--- src/rtl/mulwide249857s_if.sv ---
// rtl/mulwide249857s_if.sv - request/result bundle for the wide Booth multiplier
interface mulwide249857s_if;
    logic               start;
    logic signed [17:0] inA;
    logic signed [17:0] inB;
    logic               busy;
    logic               done;
    logic               err;
    logic signed [34:0] outZ;

    modport master (
        output start, inA, inB,
        input  busy, done, err, outZ
    );

    modport slave (
        input  start, inA, inB,
        output busy, done, err, outZ
    );
endinterface

--- src/rtl/mulwide249857s.sv ---
// rtl/mulwide249857s.sv - iterative signed radix-4 Booth multiplier, 18x18 -> 35 bits
module mulwide249857s #(
    parameter int Q = 249857
) (
    input  logic             clk,
    input  logic             rst,
    mulwide249857s_if.slave  bus
);
    localparam int W_IN  = 18;
    localparam int W_OUT = 35;
    localparam int W_ACC = W_OUT + 1;
    localparam int QH    = (Q - 1) / 2;

    localparam logic signed [W_IN-1:0] QH_POS = W_IN'(QH);
    localparam logic signed [W_IN-1:0] QH_NEG = -QH_POS;

    localparam logic [1:0] ST_IDLE = 2'd0;
    localparam logic [1:0] ST_RUN  = 2'd1;
    localparam logic [1:0] ST_DONE = 2'd2;

    localparam logic [3:0] K_LAST = 4'd8;

    logic [1:0]       state_q, state_d;
    logic [W_ACC-1:0] a_q, a_d;         // multiplicand, pre-shifted by 2k
    logic [W_IN-1:0]  b_q, b_d;         // multiplier, shifted right 2 per digit
    logic             bprev_q, bprev_d; // b[2k-1] of the current digit
    logic [3:0]       k_q, k_d;
    logic [W_ACC-1:0] acc_q, acc_d;
    logic [W_OUT-1:0] outz_q, outz_d;
    logic             err_q, err_d;

    logic             in_range;
    logic [W_ACC-1:0] pp;
    logic [W_ACC-1:0] acc_nxt;

    // Both operands must be centered residues in [-QH, +QH]
    always_comb begin
        in_range = (bus.inA >= QH_NEG) && (bus.inA <= QH_POS) &&
                   (bus.inB >= QH_NEG) && (bus.inB <= QH_POS);
    end

    // Booth digit selection from the lowest two multiplier bits plus the carried bit
    always_comb begin
        pp = '0;
        case ({b_q[1:0], bprev_q})
            3'b001, 3'b010: pp = a_q;
            3'b011:         pp = a_q << 1;
            3'b100:         pp = -(a_q << 1);
            3'b101, 3'b110: pp = -a_q;
            default:        pp = '0;
        endcase
        acc_nxt = acc_q + pp;
    end

    // Next-state: accept in IDLE/DONE, one digit per RUN cycle, single-cycle DONE
    always_comb begin
        state_d = state_q;
        a_d     = a_q;
        b_d     = b_q;
        bprev_d = bprev_q;
        k_d     = k_q;
        acc_d   = acc_q;
        outz_d  = outz_q;
        err_d   = err_q;
        case (state_q)
            ST_IDLE, ST_DONE: begin
                state_d = ST_IDLE;
                if (bus.start) begin
                    a_d     = {{(W_ACC-W_IN){bus.inA[W_IN-1]}}, bus.inA};
                    b_d     = bus.inB;
                    bprev_d = 1'b0;
                    k_d     = '0;
                    acc_d   = '0;
                    if (in_range) begin
                        state_d = ST_RUN;
                        err_d   = 1'b0;
                    end else begin
                        state_d = ST_DONE;
                        err_d   = 1'b1;
                        outz_d  = '0;
                    end
                end
            end
            ST_RUN: begin
                acc_d   = acc_nxt;
                a_d     = a_q << 2;
                b_d     = {{2{b_q[W_IN-1]}}, b_q[W_IN-1:2]};
                bprev_d = b_q[1];
                k_d     = k_q + 4'd1;
                if (k_q == K_LAST) begin
                    state_d = ST_DONE;
                    outz_d  = acc_nxt[W_OUT-1:0];
                end
            end
            default: state_d = ST_IDLE;
        endcase
    end

    // State registers; reset discards any in-flight product
    always_ff @(posedge clk) begin
        if (rst) begin
            state_q <= ST_IDLE;
            a_q     <= '0;
            b_q     <= '0;
            bprev_q <= 1'b0;
            k_q     <= '0;
            acc_q   <= '0;
            outz_q  <= '0;
            err_q   <= 1'b0;
        end else begin
            state_q <= state_d;
            a_q     <= a_d;
            b_q     <= b_d;
            bprev_q <= bprev_d;
            k_q     <= k_d;
            acc_q   <= acc_d;
            outz_q  <= outz_d;
            err_q   <= err_d;
        end
    end

    assign bus.busy = (state_q == ST_RUN);
    assign bus.done = (state_q == ST_DONE);
    assign bus.err  = err_q;
    assign bus.outZ = outz_q;
endmodule
--- src/flat_wrapper.sv ---
// flat-port wrapper written by rule: the top's interface ports become plain ports
module mulwide249857s_flat 
#(
    parameter int Q = 249857
)
  (clk, rst, bus_start, bus_inA, bus_inB, bus_busy, bus_done, bus_err, bus_outZ);
  mulwide249857s_if bus_i ();
  input  logic clk;
  input  logic rst;
  input wire logic [$bits(bus_i.start)-1:0] bus_start;
  input wire logic [$bits(bus_i.inA)-1:0] bus_inA;
  input wire logic [$bits(bus_i.inB)-1:0] bus_inB;
  output wire logic [$bits(bus_i.busy)-1:0] bus_busy;
  output wire logic [$bits(bus_i.done)-1:0] bus_done;
  output wire logic [$bits(bus_i.err)-1:0] bus_err;
  output wire logic [$bits(bus_i.outZ)-1:0] bus_outZ;
  assign bus_i.start = bus_start;
  assign bus_i.inA = bus_inA;
  assign bus_i.inB = bus_inB;
  assign bus_busy = bus_i.busy;
  assign bus_done = bus_i.done;
  assign bus_err = bus_i.err;
  assign bus_outZ = bus_i.outZ;
  mulwide249857s #(.Q(Q)) u_core (.clk(clk), .rst(rst), .bus(bus_i));
endmodule
--- config.mk ---
export PLATFORM = sky130hd
export DESIGN_NAME = mulwide249857s_flat
export DESIGN_NICKNAME = d
export VERILOG_FILES = /design/src/rtl/mulwide249857s_if.sv /design/src/rtl/mulwide249857s.sv /design/src/flat_wrapper.sv
export SDC_FILE = /design/constraint.sdc
export NUM_CORES = 1
export LEC_CHECK = 0
export ABC_CLOCK_PERIOD_IN_PS = 4000
export BUFFER_PORTS_ARGS = -buffer_cell sky130_fd_sc_hd__buf_4
export CORE_AREA = 4 4 171 173
export CTS_CLUSTER_DIAMETER = 60
export DETAILED_ROUTE_END_ITERATION = 10
export DIE_AREA = 0 0 175 177
export GPL_ROUTABILITY_DRIVEN = 0
export PLACE_DENSITY = 0.5
export SETUP_SLACK_MARGIN = 0.1
export SLEW_MARGIN = 30
export SYNTH_ARGS = -nofsm -noshare
export SYNTH_HDL_FRONTEND = slang
export SYNTH_SLANG_ARGS = --single-unit
export TNS_END_PERCENT = 5
--- constraint.sdc ---
create_clock -name clk -period 4 [get_ports clk]
set_input_delay 0.8 -clock clk [delete_from_list [all_inputs] [get_ports clk]]
set_output_delay 0.8 -clock clk [all_outputs]
set_load 0.005 [all_outputs]
==> flow_summary.ini, run 1 <==
[grt]
grt_usage = 0.180
grt_first_pass_wirelength_um = 45100
grt_antenna_before_repair = 0
overflow = 0
grt_max_degree = 61
grt_pass1_vias = 8467

[synthesis]
ys_seq_area_frac = 0.300
synth_nets = 1221
syn_area_um2 = 8730
yosysWarnings = 0
synth-edff-count = 0
synth_area_leaders = dfxtp_1, a21oi_1, xnor2_1
synth_cell_type_count = 67
async_flop_share = 0
synth_ff_type = dfxtp_1
avgSynthCellArea_um2 = 7.64
synth_top_area_frac = 0.300
ys_seq_elements = 131
post-synth-top-area-cell = dfxtp_1
synth_cells = 1144

[final_layout]
area_delta_synth_final_pct = 31.3
multi_input_area_um2 = 5950
ff_latch_area_um2 = 2630
diodes = 0
stdcell_count = 1681
fillers = 2892
nNetsFinal = 1367
drive_above_1_share = 0.264
final_area_um2 = 11500
utilization = 0.415

[pwr]
p_total_mw = 4.52
combPwrFrac = 0.332
p_leak_nw = 4.62
vdd_drop_max_mv = 0.286
p_int_mw = 2.93
power_switching_mw = 1.59
p_sw_frac = 0.351
p_per_area_nw_per_um2 = 394
clockPowerShare = 0.351
p_seq_frac = 0.317

[sta]
fin_crit_ps = 4150
rsz0062_at_grt = true
setup_viol = 5
timing.fmax_mhz = 241
skew_ps = 17.0
worst_slew_pin_slew_ps = 744
hold_viol_final = 0
slew_headroom = 0.500
period_share = 1.04
finalMaxSlewViolations = 0
layout_setup_ws_ps = -146

[die]
row_count = 61
die_height_um = 177
initial_utilization = 0.316
die_w_um = 175
coreArea_um2 = 27600
dieArea_um2 = 31000
ios = 77

[route]
drc = 0
drt-wirelength-per-cell_um = 16.7
via_per_inst = 5.26
drt_wl_total_um = 28200
ant_nets = 0
vias = 8836
drt_iter0_markers = 613
drt_pre_antenna_iters = 5

[outcome]
outcome = finished with violations
violations = setup timing

[clocking]
clock_tree.root_cell = clkbuf_16
clkTransAtPathRegs_ps = 70
tritoncts = yes
cts_sinks = 131
cts-buffers-inserted = 17
cts.path.max_buffers = 2
h-tree-depth = 4
clkLatencyLatePin_ps = 430

[place]
io_buffers = 76
placed_area_um2 = 10500
hpwlAfterDp_um = 20800
post-place-ws_ps = -378
dp_cells = 1644

[critical_path]
cp_num_buf_inv = 3
crit_family = compound AO/OA/AOI/OAI gates
arrival_ps = 4460
path_class = reg -> reg
startpoint_type = flop
worstPathRequired_ps = 4310
cp_max_fo = 6
path_cells = inv_2 > ha_4 > nor3b_4 > and4_4 > nand2_4 > buf_6 > or4_4 > o31ai_4 > xnor2_2 > a221oi_2 > a31oi_1 > ha_1 > buf_4 > a311o_1 > o21ai_1 > a21boi_1 > or3_1 > a32o_1
critPathCaptureType = flop
crit_slowest_cell = or4_4
max_stage_delay_ps = 480

[job]
cap_violations = 0

[worst_hold_path]
min_path_type = reg -> reg
per-stage QoR:
step | hold WS (ps) | TNS (ps)
2_1_floorplan | 427 | -414
3_3_place_gp | 441 | -4220
3_5_place_dp | 445 | -5210
4_1_cts | 455 | -2480
5_1_grt | 469 | -4350
6_report | 453 | -192
cells by family (layout without fill, tap and decap cells):
| kind of cell | Yosys count | after routing | synth area share |
|---|---|---|---|
| adders and majority gates | 38 | 38 | 0.0553 |
| muxes | 15 | 15 | 0.0192 |
| buffers and inverters | 130 | 289 | 0.0583 |
| AOI/OAI and AO/OA | 350 | 350 | 0.269 |
| DFF | 131 | 131 | 0.300 |
| xor gates and xnor gates | 83 | 83 | 0.0832 |
| and+or+nand+nor | 397 | 397 | 0.215 |
tightest hold or removal path: stages, from the launching register on:
cell and delay (ps):
dfxtp_1 310, nand2_1 50, a21oi_1 50
cell type report:
type,count,share of cell area
inverters,26,0.00851
multi-input cells,883,0.519
flip-flops and latches,131,0.229
clock buffers,18,0.0383
clock inverters,14,0.0123
repair buffers,231,0.152
well taps,378,0.0412
per-layer routing:
layer	global-route usage	vias up	wire length [um]	part of all wire
li1	-	4414	-	-
met1	0.234	4206	12900	0.46
met2	0.307	190	13700	0.49
met3	0.0320	26	1030	0.037
met4	0.0527	0	535	0.019
met5	0	-	0	0
layout by cell type, fill, tap and decap left out, drive strengths merged, types with 14 or more instances in the layout:
cell    synthesis  layout
inv            25      33
a22o           22      22
o22ai          14      14
nand2b         15      15
xor2           25      25
a22oi          32      32
a31oi          24      24
nand2         130     130
buf            12     231
nand3          16      16
nor2          128     128
ha             37      37
a21oi         104     104
xnor2          58      58
a221oi         42      42
clkbuf         92      18
dfxtp         131     131
o21ai          46      46
nor3           37      37
synthesized netlist by cell type, drive strengths merged (8+ instances only):
master	number
ha	37
clkbuf	92
nor4	11
nor3	37
inv	25
a21oi	104
nand3	16
nand3b	10
buf	12
o21ai	46
and2	8
dfxtp	131
nand2b	15
o22ai	14
a31oi	24
nor2	128
nand2	130
a22o	22
nand4	11
xnor2	58
xor2	25
a221oi	42
mux2i	10
a21o	9
a22oi	32
timing repair:
| item | in CTS | in global routing |
|---|---|---|
| endpoints found under the setup margin | 34 | 41 |
| hold buffers | 0 | 0 |
| pin swaps | 12 | 25 |
| gates resized for setup | 28 | 46 |
| buffers inserted | 5 | 0 |
sequential cells by signal, summed over array words and instances, names as in the netlist:
signal and count:
u_core.a_q 35, u_core.acc_q 35, u_core.bus.outZ 35, u_core.b_q 18
u_core.k_q 4, u_core.state_q 2, u_core.bprev_q 1, u_core.bus.err 1
worst paths after layout:
path	startpoint	end	slack [ps]	depth (start not counted)
worst max register to register	u_core.a_q[0]	u_core.acc_q[32]	-150	18
worst min-delay path	u_core.bus.outZ[5]	u_core.bus.outZ[5]	450	2
worst max-delay path	u_core.a_q[0]	u_core.acc_q[32]	-150	18
worst min register to register	u_core.bus.outZ[5]	u_core.bus.outZ[5]	450	2
power by group through the flow:
stage / Combinational, mW / Sequential, mW / Clock, mW
2_1_floorplan: 0.914 / 1.44 / 0
6_report: 1.50 / 1.43 / 1.59
3_3_place_gp: 1.40 / 1.46 / 0
4_1_cts: 1.45 / 1.43 / 1.63
3_5_place_dp: 1.41 / 1.46 / 0
5_1_grt: 1.65 / 1.44 / 1.69
Power figures use the tool's default switching activity.
==> inputs of run 2 (changes only) <==
--- a/config.mk
+++ b/config.mk
@@ -7,12 +7,12 @@
 export LEC_CHECK = 0
 export ABC_CLOCK_PERIOD_IN_PS = 4000
 export BUFFER_PORTS_ARGS = -buffer_cell sky130_fd_sc_hd__buf_4
-export CORE_AREA = 4 4 171 173
+export CORE_AREA = 4 4 132 134
 export CTS_CLUSTER_DIAMETER = 60
 export DETAILED_ROUTE_END_ITERATION = 10
-export DIE_AREA = 0 0 175 177
+export DIE_AREA = 0 0 136 138
 export GPL_ROUTABILITY_DRIVEN = 0
-export PLACE_DENSITY = 0.5
+export PLACE_DENSITY = 0.77
 export SETUP_SLACK_MARGIN = 0.1
 export SLEW_MARGIN = 30
 export SYNTH_ARGS = -nofsm -noshare
==> run 2 against run 1 <==
Compared with the run above:
- the flow still finishes with violations (setup timing)
- die area fell by 39%
- cell area decreased by 2.8%
- register-to-register slack better by 40 ps
- combinational power fell by 3%
- worst hold slack improved by 1.5 ps
- largest cell class unchanged
- largest power group unchanged
- first-iteration DRC count up 27%
- routed wire length is 7.9% lower
- clock skew shrank 8.6 ps
- fmax grew 1.1%
- highest routed layer unchanged
- utilization is 27 points higher
==> flow_summary.ini, run 2 (same netlist as run 1, synthesis figures left out) <==
[outcome]
outcome = finished with violations
violations = setup timing

[die]
coreArea_um2 = 16300
row_count = 47
die_height_um = 138
dieArea_um2 = 18800
die_w_um = 136
ios = 77
initial_utilization = 0.536

[final_layout]
area_delta_synth_final_pct = 27.7
drive_above_1_share = 0.254
final_cell_mix = buf_4, dfxtp_1, nand2_1
nNetsFinal = 1346
fillers = 1328
final_common_cell = buf_4
diodes = 0

[grt]
grt_first_pass_wirelength_um = 41600
grt_usage = 0.269
grt_antenna_before_repair = 0
grt_max_degree = 56
overflow = 0
grt_pass1_vias = 8750

[critical_path]
arrival_ps = 4420
crit_slowest_cell = or4_4
startpoint_type = flop
path_cells = inv_2 > ha_4 > nor3b_4 > and4_4 > nand2_4 > or4_4 > xor2_1 > a221oi_2 > nor2_1 > ha_1 > a21oi_2 > o21ai_1 > a21o_1 > a311o_1 > o21ai_1 > a21boi_1 > or3_1 > a32o_1
crit_top_cell = o21ai_1
cp_max_fo = 5
critPathCaptureType = flop
max_stage_delay_ps = 550
path_class = reg -> reg
worstPathRequired_ps = 4320

[pwr]
clockPowerShare = 0.363
power_switching_mw = 1.56
p_total_mw = 4.54
p_int_mw = 2.98
p_per_area_nw_per_um2 = 407
combPwrFrac = 0.321
p_seq_frac = 0.316
p_sw_frac = 0.343
p_leak_nw = 4.55
vdd_drop_max_mv = 0.338

[sta]
timing.fmax_mhz = 244
tns_ps = -111
skew_ps = 8.41
finalMaxSlewViolations = 0
hold_ws_ps = 454
hold_viol_final = 0
layout_setup_ws_ps = -103
rsz0062_at_grt = true
worst_slew_pin_slew_ps = 747
setup_viol = 2
period_share = 1.03
fin_crit_ps = 4100
slew_headroom = 0.502

[clocking]
cts-buffers-inserted = 17
cts.path.max_buffers = 2
clock_tree.root_cell = clkbuf_16
cts_sinks = 131
tritoncts = yes
clkTransAtPathRegs_ps = 70
clkLatencyLatePin_ps = 430
h-tree-depth = 4

[route]
drt-wirelength-per-cell_um = 17.3
vias = 9138
drt_wl_total_um = 25900
drt_pre_antenna_iters = 6
drc = 0
ant_nets = 0
drt_iter0_markers = 777
via_per_inst = 6.08

[worst_hold_path]
min_path_type = reg -> reg

[place]
io_buffers = 76
post-place-ws_ps = -272
hpwlAfterDp_um = 17900

[job]
cap_violations = 0
==> run 2: cell count changes in the layout (fill, tap and decap cells not counted), moves of 2 or more <==
cell	previous run	this run
nor3_2	3	5
buf_4	229	209
a221oi_1	36	32
ha_1	29	31
clkinv_4	3	1
xor2_2	2	0
xor2_1	23	25
ha_4	5	3
o21ai_0	32	28
o21ai_1	12	17
clkinv_2	2	0
a221oi_2	6	10
==> run 2: worst paths after layout <==
kind                                           from             endpoint  slack, ps  depth (start not counted)
worst max-delay path                  u_core.a_q[0]     u_core.acc_q[32]       -100                         18
worst min-delay path            u_core.bus.outZ[10]  u_core.bus.outZ[10]        450                          2
worst max register to register        u_core.a_q[0]     u_core.acc_q[32]       -100                         18
worst min register to register  u_core.bus.outZ[10]  u_core.bus.outZ[10]        450                          2
==> run 2: metrics by stage <==
stage,util,cells,cell area [um^2]
4_1_cts,0.670,1499,10900
6_report,0.685,1502,11200
5_1_grt,0.685,1502,11200
2_1_floorplan,-,1144,8810
3_3_place_gp,0.623,1459,10100
3_5_place_dp,0.623,1459,10100
==> run 2: power by group through the flow <==
stage	clock network, mW	registers [mW]	logic (mW)
detailed placement	0	1.46	1.31
global placement	0	1.46	1.29
floorplan	0	1.44	0.914
global route	1.72	1.44	1.59
CTS	1.66	1.43	1.37
finish	1.65	1.44	1.46
==> run 2: area by class of cell <==
cell class              count  area [um^2]  area share
inverters                  26         97.6     0.00875
well taps                 220          275      0.0247
multi-input cells         883         5960       0.534
clock buffers              19          453      0.0406
repair buffers            210         1580       0.142
clock inverters            13          163      0.0146
flip-flops and latches    131         2630       0.235
==> run 2: timing repair <==
item	CTS	global route
cloned	0	0
hold buffers	0	0
setup endpoints to repair	29	42
gates resized for setup	30	49
pin swaps	31	32
buffers inserted	8	3
==> run 2: layer usage <==
layer | GRT usage | part of all wire
met1 | 0.343 | 0.41
met2 | 0.448 | 0.49
met3 | 0.0509 | 0.067
met4 | 0.102 | 0.028
met5 | 0 | 0
==> run 2: critical path, delay by kind of cell, from the launching register on <==
kind                     cells  cell delay (ps)
AO/OA/AOI/OAI                8             1420
XOR/XNOR                     1              190
adder cells (fa/ha/maj)      2              490
buffers and inverters        1               70
flip-flops                   1              330
AND/OR/NAND/NOR              6             1470
==> inputs of run 3 (changes only) <==
--- a/config.mk
+++ b/config.mk
@@ -13,8 +13,6 @@
 export DIE_AREA = 0 0 136 138
 export GPL_ROUTABILITY_DRIVEN = 0
 export PLACE_DENSITY = 0.77
-export SETUP_SLACK_MARGIN = 0.1
-export SLEW_MARGIN = 30
 export SYNTH_ARGS = -nofsm -noshare
 export SYNTH_HDL_FRONTEND = slang
 export SYNTH_SLANG_ARGS = --single-unit
==> run 3 against run 2 <==
Compared with the run above:
- the flow still finishes with violations (setup timing)
- first-iteration DRC count decreased by 0.26%
- critical path type unchanged
- power rose by 0.28%
- clock skew about the same
- routed wire length grew 0.81%
- global-route usage about the same
- cell count unchanged
- register-to-register slack about the same
- sequential power about the same
- highest routed layer unchanged
- fmax barely moved
- critical path depth did not move
- critical endpoint unchanged
==> flow_summary.ini, run 3 (same netlist as run 1, synthesis figures left out) <==
[die]
coreArea_um2 = 16300
initial_utilization = 0.536
dieArea_um2 = 18800
ios = 77
die_height_um = 138
die_w_um = 136
row_count = 47

[sta]
skew_ps = 8.65
finalMaxSlewViolations = 0
slew_headroom = 0.311
fin_crit_ps = 4100
rsz0062_at_grt = true
worst_slew_pin_slew_ps = 1030
period_share = 1.02
hold_viol_final = 0
timing.fmax_mhz = 244
setup_viol = 3
layout_setup_ws_ps = -99.0

[worst_hold_path]
hold_end = u_core.bus.outZ[10]
min_path_type = reg -> reg
hold_path_depth = 2
hp-start = u_core.bus.outZ[10]

[critical_path]
reg2reg_depth = 18
rr_startpoint = u_core.a_q[0]
arrival_ps = 4420
rrSetupSlack_ps = -100
worstReg2RegEnd = u_core.acc_q[32]
startpoint_type = flop
path_class = reg -> reg
worstPathRequired_ps = 4320
critPathCaptureType = flop
cp_max_fo = 5

[route]
ant_nets = 0
drt_pre_antenna_iters = 6
vias = 9158
via_per_inst = 6.10
drc = 0
drt_wl_total_um = 26100
drt_iter0_markers = 775
drt-wirelength-per-cell_um = 17.4

[grt]
grt_pass1_vias = 8732
grt_antenna_before_repair = 0
overflow = 0
grt_usage = 0.269
grt_first_pass_wirelength_um = 41700
grt_max_degree = 56

[clocking]
cts_sinks = 131
cts.path.max_buffers = 2
tritoncts = yes
clkLatencyLatePin_ps = 430
clock_tree.root_cell = clkbuf_16
cts-buffers-inserted = 17
h-tree-depth = 4
clkTransAtPathRegs_ps = 70

[outcome]
outcome = finished with violations
violations = setup timing

[pwr]
p_leak_nw = 4.55
p_per_area_nw_per_um2 = 408
vdd_drop_max_mv = 0.341

[final_layout]
diodes = 0
stdcell_count = 1502
final_cell_mix = buf_4, dfxtp_1, nand2_1
drive_above_1_share = 0.254
final_common_cell = buf_4
nNetsFinal = 1346
area_delta_synth_final_pct = 27.8

[job]
cap_violations = 0

[place]
dp_cells = 1459
io_buffers = 76
post-place-ws_ps = -272
hpwlAfterDp_um = 17900
[run 3: cell counts in the layout (fill, tap and decap cells not counted)]
No cell type changed its count.
[run 3: how the worst max path moves through the flow]
stage                        from  cells after the start          endpoint
floorplan           u_core.a_q[3]                     21  u_core.acc_q[32]
global placement    u_core.a_q[0]                     18  u_core.acc_q[32]
detailed placement  u_core.a_q[0]                     18  u_core.acc_q[32]
CTS                 u_core.a_q[0]                     18  u_core.acc_q[32]
global route        u_core.a_q[5]                     16  u_core.acc_q[32]
finish              u_core.a_q[0]                     18  u_core.acc_q[32]
[run 3: cell type report]
| class | count | area (um^2) |
|---|---|---|
| fillers | 1323 | 5120 |
| repair buffers | 210 | 1580 |
| clock buffers | 19 | 453 |
| well taps | 220 | 275 |
| multi-input cells | 883 | 5970 |
| flip-flops and latches | 131 | 2630 |
| inverters | 26 | 97.6 |
| clock inverters | 13 | 163 |
[run 3: repair_timing]
| item | in CTS | in global routing |
|---|---|---|
| gates resized for setup | 23 | 57 |
| endpoints found under the setup margin | 25 | 41 |
| hold buffers | 0 | 0 |
| buffers inserted | 8 | 3 |
| pin swaps | 22 | 27 |
[run 3: critical path, cell delays in order (launching register included)]
cell,delay [ps]
dfxtp_2,330
inv_2,70
ha_4,130
nor3b_4,190
and4_4,280
nand2_4,60
or4_4,550
xor2_1,200
a221oi_2,230
nor2_1,80
ha_1,360
a21oi_2,160
o21ai_1,80
a21o_1,190
a311o_1,280
o21ai_1,130
a21boi_1,100
or3_1,320
a32o_1,260
[run 3: routing by layer]
| metal | track usage | share of wire |
|---|---|---|
| met1 | 0.344 | 0.42 |
| met2 | 0.449 | 0.49 |
| met3 | 0.0505 | 0.061 |
| met4 | 0.0992 | 0.029 |
| met5 | 0 | 0 |
[run 3: through the flow]
step	hold slack (ps)	utilization	TNS (ps)	power, mW	instance area (um^2)
after CTS	454	0.669	-202	4.46	10900
final	454	0.685	-115	4.56	11200
after global placement	441	0.623	-602	2.75	10100
after global routing	471	0.685	-3930	4.76	11200
after detailed placement	445	0.623	-1850	2.78	10100
after floorplan	427	-	-414	2.35	8810
[run 3: where the power goes]
part | total (mW) | switching (mW) | internal, mW
logic | 1.47 | 0.840 | 0.630
registers | 1.44 | 0.0582 | 1.38
clock network | 1.65 | 0.672 | 0.977
total | 4.56 | 1.57 | 2.99
